File: src/rtl/plab4_net_router_output_ctrl_pkt_pkg.sv
// Shared router helpers: parameter width derivations and one-hot decode.
package plab4_net_RouterPkg;

  function automatic int sel_nbits(input int num_ports);
    return (num_ports <= 1) ? 1 : $clog2(num_ports);
  endfunction

  function automatic int sd_nbits(input int num_domains);
    return (num_domains <= 1) ? 1 : $clog2(num_domains);
  endfunction

  // Callers guarantee at most one bit set; an all-zero vector decodes to 0.
  function automatic int onehot_to_idx(input logic [7:0] oh);
    int r;
    r = 0;
    for (int i = 0; i < 8; i++)
      if (oh[i]) r = i;
    return r;
  endfunction

endpackage

File: src/rtl/plab4_net_router_output_ctrl_pkt_rr_pick.sv
// Combinational round-robin pick: first requester at or after ptr, wrapping.
module plab4_net_RrPickVar
  import plab4_net_RouterPkg::*;
#(
  parameter int p_num_ports = 3,
  parameter int p_sel_nbits = sel_nbits(p_num_ports)
) (
  input  logic [p_num_ports-1:0] reqs,
  input  logic [p_sel_nbits-1:0] ptr,
  output logic [p_num_ports-1:0] grants
);

  always_comb begin
    int   idx;
    logic found;
    idx    = 0;
    found  = 1'b0;
    grants = '0;
    for (int off = 0; off < p_num_ports; off++) begin
      idx = int'(ptr) + off;
      if (idx >= p_num_ports) idx = idx - p_num_ports;
      if (!found && reqs[idx]) begin
        grants[idx] = 1'b1;
        found       = 1'b1;
      end
    end
  end

endmodule

File: src/rtl/plab4_net_router_output_ctrl_pkt.sv
// Packet-aware output controller: round-robin arbitration with per-domain
// priority pointer and wormhole lock so packets never interleave on the output.
module plab4_net_router_output_ctrl_pkt
  import plab4_net_RouterPkg::*;
#(
  parameter int p_num_ports   = 3,
  parameter int p_num_domains = 2,
  parameter int p_sel_nbits   = sel_nbits(p_num_ports),
  parameter int p_sd_nbits    = sd_nbits(p_num_domains)
) (
  input  logic                   clk,
  input  logic                   reset,
  input  logic [p_sd_nbits-1:0]  cur_sd,
  input  logic [p_num_ports-1:0] reqs,
  input  logic [p_num_ports-1:0] tails,
  output logic [p_num_ports-1:0] grants,
  output logic                   out_val,
  input  logic                   out_rdy,
  output logic [p_sel_nbits-1:0] xbar_sel
);

  // Context arrays cover the full cur_sd range so indexing is always in bounds.
  localparam int p_num_ctx = 1 << p_sd_nbits;
  localparam logic [p_sel_nbits-1:0] c_last = p_sel_nbits'(p_num_ports - 1);

  logic [p_sel_nbits-1:0] ptr_q   [p_num_ctx];
  logic                   locked_q[p_num_ctx];
  logic [p_sel_nbits-1:0] owner_q [p_num_ctx];

  logic [p_sel_nbits-1:0] cur_ptr;
  logic                   cur_locked;
  logic [p_sel_nbits-1:0] cur_owner;
  logic [p_num_ports-1:0] rr_grants;

  assign cur_ptr    = ptr_q[cur_sd];
  assign cur_locked = locked_q[cur_sd];
  assign cur_owner  = owner_q[cur_sd];

  plab4_net_RrPickVar #(
    .p_num_ports (p_num_ports),
    .p_sel_nbits (p_sel_nbits)
  ) rr_pick (
    .reqs   (reqs),
    .ptr    (cur_ptr),
    .grants (rr_grants)
  );

  // An owner bubble yields no grant rather than releasing the lock.
  always_comb begin
    grants = '0;
    if (out_rdy) begin
      if (cur_locked) begin
        if (reqs[cur_owner]) grants[cur_owner] = 1'b1;
      end else begin
        grants = rr_grants;
      end
    end
  end

  assign out_val  = |grants;
  assign xbar_sel = out_val ? p_sel_nbits'(onehot_to_idx(8'(grants))) : c_last;

  always_ff @(posedge clk or posedge reset) begin
    if (reset) begin
      for (int d = 0; d < p_num_ctx; d++) begin
        ptr_q[d]    <= '0;
        locked_q[d] <= 1'b0;
        owner_q[d]  <= '0;
      end
    end else if (out_val) begin
      if (tails[xbar_sel]) begin
        locked_q[cur_sd] <= 1'b0;
        ptr_q[cur_sd]    <= (xbar_sel == c_last) ? '0 : xbar_sel + 1'b1;
      end else begin
        locked_q[cur_sd] <= 1'b1;
        owner_q[cur_sd]  <= xbar_sel;
      end
    end
  end

endmodule

File: config.mk
export PLATFORM = sky130hd
export DESIGN_NAME = plab4_net_router_output_ctrl_pkt
export DESIGN_NICKNAME = d
export VERILOG_FILES = /design/src/rtl/plab4_net_router_output_ctrl_pkt_pkg.sv /design/src/rtl/plab4_net_router_output_ctrl_pkt_rr_pick.sv /design/src/rtl/plab4_net_router_output_ctrl_pkt.sv
export SDC_FILE = /design/constraint.sdc
export NUM_CORES = 1
export LEC_CHECK = 0
export BUFFER_PORTS_ARGS = -buffer_cell sky130_fd_sc_hd__buf_4
export CORE_MARGIN = 5
export CORE_UTILIZATION = 45
export CTS_CLUSTER_SIZE = 40
export DETAILED_ROUTE_END_ITERATION = 16
export HOLD_SLACK_MARGIN = 0.05
export PLACE_DENSITY = 0.63
export SLEW_MARGIN = 0
export SYNTH_ARGS = -nofsm -noshare
export SYNTH_HDL_FRONTEND = slang
export SYNTH_SLANG_ARGS = --single-unit
File: constraint.sdc
create_clock -name clk -period 4.5 [get_ports clk]
set_input_delay 0.225 -clock clk [delete_from_list [all_inputs] [get_ports clk]]
set_output_delay 0.225 -clock clk [all_outputs]
set_load 0.005 [all_outputs]
* Word level (Yosys, flattened, before mapping)
Index checks and enable logic that the tools add are counted.
** Word-level totals
- Output and inout port bits :: 6
- Register bits after elaboration :: 10
- Input bits :: 10
- Word-level logic and storage cells :: 98
** Cells by class
- Reductions and logical operators :: 12
- Equality and inequality tests :: 1
- Order comparisons :: 14
- $add $sub $neg :: 6
- Mux-type cells :: 52
- Bitwise operators :: 7
** Operators by type and width (number)
- $ge 32x1->1 const B :: 3
- $lt 32x4->1 const B :: 3
- $mux 32 :: 3
- $ge 32x3->1 const B :: 2
- $sub 32x3->32 const B :: 2
- $mux 2 :: 11
- $mux 1 :: 19
- $mux 3 :: 6
- $bmux 1 s2 :: 5
- $bwmux 4 :: 2
- $demux 1 s2 :: 4
- $logic_and 1x1->1 :: 7
- $lt 2x3->1 const B :: 2
- $or 3x3->3 :: 2
- $ge 2x2->1 const B :: 2
- $reduce_and 2->1 :: 2
- $add 2x1->3 const B :: 1
- $add 2x2->3 const B :: 1
- $reduce_or 3->1 :: 1
- $sub 2x2->3 const B :: 1
- $add 2x1->2 const B :: 1
- $and 2x2->2 :: 1
- $demux 2 s1 :: 1
- $eq 2x2->1 const B :: 1
- other kinds (8) :: 9

* Depth between registers and ports, before layout
- Word-level depth :: 25
- Mapped depth :: 14

* Modules after synthesis
Synthesis repeated with hierarchy kept, for this count alone.
** Unflattened totals
- Cell total of the unflattened synthesis :: 120
- Area total of the unflattened synthesis :: 1048.5 um^2
** Modules (own cells, without submodules)
- plab4_net_router_output_ctrl_pkt :: instances 1, area an instance 783.3 um^2, cells an instance 85
- plab4_net_RrPickVar :: instances 1, area an instance 265.3 um^2, cells an instance 35

* Least setup slack after synthesis
Ideal clock, no wire load.
- Path kind :: input port to flip-flop
- From :: in cur_sd
- To :: reg ptr_q[3] (netlist name)
- Setup slack :: 1673 ps
- Library setup time :: 118 ps
- Data required time :: 4382 ps
- Stages on the path :: 13
- Arrival time :: 2709 ps
- Cell sequence :: buf_4 > buf_6 > mux2i_1 > inv_1 > ha_1 > a22o_1 > or4b_1 > a31oi_1 > a41oi_4 > clkinv_4 > nor2_4 > a32o_1 > a21o_1
** On the way
- Elaborated cells between the ends (all ways) :: 82
** RTL lines
- start, declared :: RTL line plab4_net_router_output_ctrl_pkt.sv:13 : input logic [p_sd_nbits-1:0] cur_sd,
- $not 1->2 (implied by the code) * :: RTL line plab4_net_router_output_ctrl_pkt.sv:35, plab4_net_router_output_ctrl_pkt.sv:36, plab4_net_router_output_ctrl_pkt.sv:37
- branches (longest 15 deep; another with $sub 32x3->32)
- $mux 3 * :: RTL line plab4_net_router_output_ctrl_pkt.sv:52 : if (cur_locked) begin
- $mux 3 * :: RTL line plab4_net_router_output_ctrl_pkt.sv:51 : if (out_rdy) begin
- net grants[2] :: RTL line plab4_net_router_output_ctrl_pkt.sv:16 : output logic [p_num_ports-1:0] grants,
- $reduce_or 3->1 or $mux 2 (tied branches) :: RTL line plab4_net_router_output_ctrl_pkt.sv:60, plab4_net_router_output_ctrl_pkt_pkg.sv:17
- $mux 2 * :: RTL line plab4_net_router_output_ctrl_pkt.sv:61 : assign xbar_sel = out_val ? p_sel_nbits'(onehot_to_idx(8'(grants))) : c_last;
- net xbar_sel[0] :: RTL line plab4_net_router_output_ctrl_pkt.sv:19 : output logic [p_sel_nbits-1:0] xbar_sel
- $add 2x1->2 (tied with other cells) :: RTL line plab4_net_router_output_ctrl_pkt.sv:73 : ptr_q[cur_sd] <= (xbar_sel == c_last) ? '0 : xbar_sel + 1'b1;
- $mux 2 or $mux 1 (tied branches) :: RTL line plab4_net_router_output_ctrl_pkt.sv:73, plab4_net_router_output_ctrl_pkt.sv:71
- $bwmux 4 or $reduce_and 2->1 (tied branches)
- end signal, assigned by index :: RTL line plab4_net_router_output_ctrl_pkt.sv:73
- end, declared :: RTL line plab4_net_router_output_ctrl_pkt.sv:26 : logic [p_sel_nbits-1:0] ptr_q [p_num_ctx];
Mark *: on every way through the listed nets, which the timed path passes. The select of a mux whose other input is x is not followed.
A chain may end at the register's enable or synchronous reset.

* Final worst setup path
- From :: reg ptr_q[3] (netlist name)
- To :: out out_val
** On the way
- Word-level cells in the longest chain between the ends :: 18
- Elaborated cells between the ends (all ways) :: 52
** Ends and longest elaborated chain
- $mux 2 (implied by the code) * (3 in series) :: RTL line plab4_net_router_output_ctrl_pkt.sv:35 : assign cur_ptr = ptr_q[cur_sd];
- branches (longest 11 deep; another with $sub 32x3->32)
- $mux 3 * :: RTL line plab4_net_router_output_ctrl_pkt_rr_pick.sv:22 : if (!found && reqs[idx]) begin
- $mux 3 * :: RTL line plab4_net_router_output_ctrl_pkt.sv:52
- $mux 3 * :: RTL line plab4_net_router_output_ctrl_pkt.sv:51
- $reduce_or 3->1 * :: RTL line plab4_net_router_output_ctrl_pkt.sv:60 : assign out_val = |grants;
- end, declared :: RTL line plab4_net_router_output_ctrl_pkt.sv:17 : output logic out_val,
Every way passes the cells marked *. The select of a mux whose other input is x is not followed.

==> metrics <==
DR vias=slightly above 900; mux contribution to synthesized area=0.06359; per-cell routed wire length=approximately 16 µm; Core Area=between 0.002 and 0.0025 mm²; worst flop-to-flop path startpoint=ptr_q[3]; Mapped Avg Cell Area=roughly 9 µm²; Synth area leaders=dfrtp_1 (25%), ha_1 (5.0%), mux2i_1 (5.0%); DP HPWL=around 1900 µm; vias in the first global route=875; crit share post-route=0.6834; total CTS buffers=3; Worst-path clk slew=around 0.07 ns; first-pass GRT wire length=between 3000 and 4000 µm; TritonRoute pass-1 iters=4; Starting Density=0.4625; minimum clock period=3.075 ns; startpoint types=register; dpl ws=between 1 and 1.5 ns; setup-violating endpoint count in the final report=0; Initial DRC Count=32; Total Routing Usage GR=0.1522; post-synth cell types=between 40 and 50; CTS H-tree lvls=1; number of synthesized flops with an enable pin=0; Peak VDD IR=0.3071 mV; Yosys top cell area share=0.2494; number of fill cells=about 220; most frequent cells after synthesis=dfrtp_1 (10), inv_1 (10), o21ai_0 (10); status=finished clean; Fin Clk Skew=between 0.006 and 0.007 ns; DRT Wirelength=between 2000 and 2500 µm; Root Driver=clkbuf_4; gpl congestion=approximately 0.86; Antenna Cells=0; fin. max-slew vios=0; later-pin clock latency in the skew report=0.28 ns; data arrival time of the critical path=2.85 ns; share of cells above drive strength 1=0.2598; Site Rows=17; Synth Register Bits=10; Crit Path Max Fanout=10; slew margin rel.=0.6905; Critical path origin=ptr_q[3]; compound-cell area share of the yosys netlist=0.3242; worst min path class=primary input to register; CTS Buffer Depth=2; max_cap viols=0; Top FF cell, synth=dfrtp_1; area leader, netlist=dfrtp_1; Setup WS post-layout=between 1 and 1.5 ns; Synth async-reset ratio=1.000; fmax=between 300 and 400 MHz; CTS resizes=0; Ys Warns=0; DRC Markers=0; initial antenna violation count=0; final hold viol count=0; Synth Net Count=126; die width=57.22 µm; RSZ-0062 raised after global routing=false; CTS Sinks=10; power per cell area=around 600 mW/mm²; CTS tree=done; Ports=16; antenna viol nets, final=0; Pleak=approximately 0.53 nW; port bufs=15; Adder-Cell Fraction of Synth Area=0.04988; hold path start=tails[1]; largest net degree at the start of global routing=18; Post-Synthesis Cells=112; Setup TNS Final=0 ns; Worst Setup End Kind=primary output; Die ar.=0.003274 mm²; worst-margin pin slew=around 0.46 ns; XOR/XNOR share of the synthesized area=0; Overflow after GRT=0; Mapped Area=~0.001 mm²; Die Ht=between 50 and 60 µm; CP Class=register to primary output; Avg Vias per Cell=roughly 5.9; largest family of logic cells by synthesized area=compound AO/OA/AOI/OAI gates; Synth Area in Simple Gates=0.2294; Final Power=0.6868 mW; Seq/Total Area, Yosys=0.2494; nets@finish=between 100 and 150; Syn-to-layout area delta=14.21%; WP data required=roughly 4.3 ns
[cell usage in the layout (no fill, tap or decap), types with 4 or more instances in the layout]
master,Yosys,layout
o211ai_1,4,4
buf_4,2,15
nand2_1,7,7
mux2i_1,5,5
ha_1,4,4
dfrtp_1,10,10
inv_1,10,10
o21ai_0,10,10
nor2_1,6,6
[power breakdown]
part	internal (mW)	total, mW	switching [mW]
clock	0.0310	0.0633	0.0323
combinational	0.216	0.463	0.247
sequential	0.130	0.161	0.0312
[final cells by class]
type / count / area [µm²] / area share
Clock buffer: 3 / 22.52 / 0.01965
Inverter: 11 / 46.29 / 0.04039
Multi-Input combinational cell: 87 / 669.4 / 0.5841
Sequential cell: 10 / 250.2 / 0.2183
Tap cell: 28 / 35.03 / 0.03057
Timing Repair Buffer: 16 / 122.6 / 0.1070
[worst max-delay path: stages, from the launching register on]
cell and delay [ns]:
dfrtp_1 0.41, mux2i_1 0.26, inv_1 0.11, ha_1 0.31, a22o_1 0.27, or4b_1 0.47, a31oi_1 0.29, a41oi_4 0.12
nand3b_1 0.21, buf_4 0.13
[logic make-up after synthesis]
family | Yosys count
buffers and inverters | 15
adders and majority gates | 4
and+or+nand+nor | 36
AOI/OAI and AO/OA | 41
DFF | 10
muxes | 6
[final timing paths]
check | end | slack (ns) | depth (start not counted)
max | out_val | 1.42 | 9
min | owner_q[0] | 0.17 | 2
max reg2reg | register | 1.54 | 10
min reg2reg | register | 0.52 | 1
max in group asynchronous | owner_q[2] | 3.73 | 3
min in group asynchronous | ptr_q[3] | 0.49 | 3
[through the flow]
stage            util  std cells  hold slack [ns]  area (µm²)
2_1_floorplan       -        112          0.06518        1003
3_3_place_gp   0.5133        151           0.2397        1114
3_5_place_dp   0.5133        151           0.2469        1114
4_1_cts        0.5283        155           0.1664        1146
5_1_grt        0.5283        155           0.1829        1146
6_report       0.5283        155           0.1682        1146
[repair_timing]
action / CTS / global route
hold buffers: 1 / 0
buffers inserted: 0 / 0
hold endpoints to repair: 10 / 0
[routing by layer]
layer  global-route usage  wire (µm)  vias up
li1                     -          -      454
met2               0.2561       1212       23
met3              0.01810        103        5
met5                    0          0        -
met1               0.1868       1043      440
met4              0.08609         52        0
Note: power is estimated with default switching activity, not from simulation.
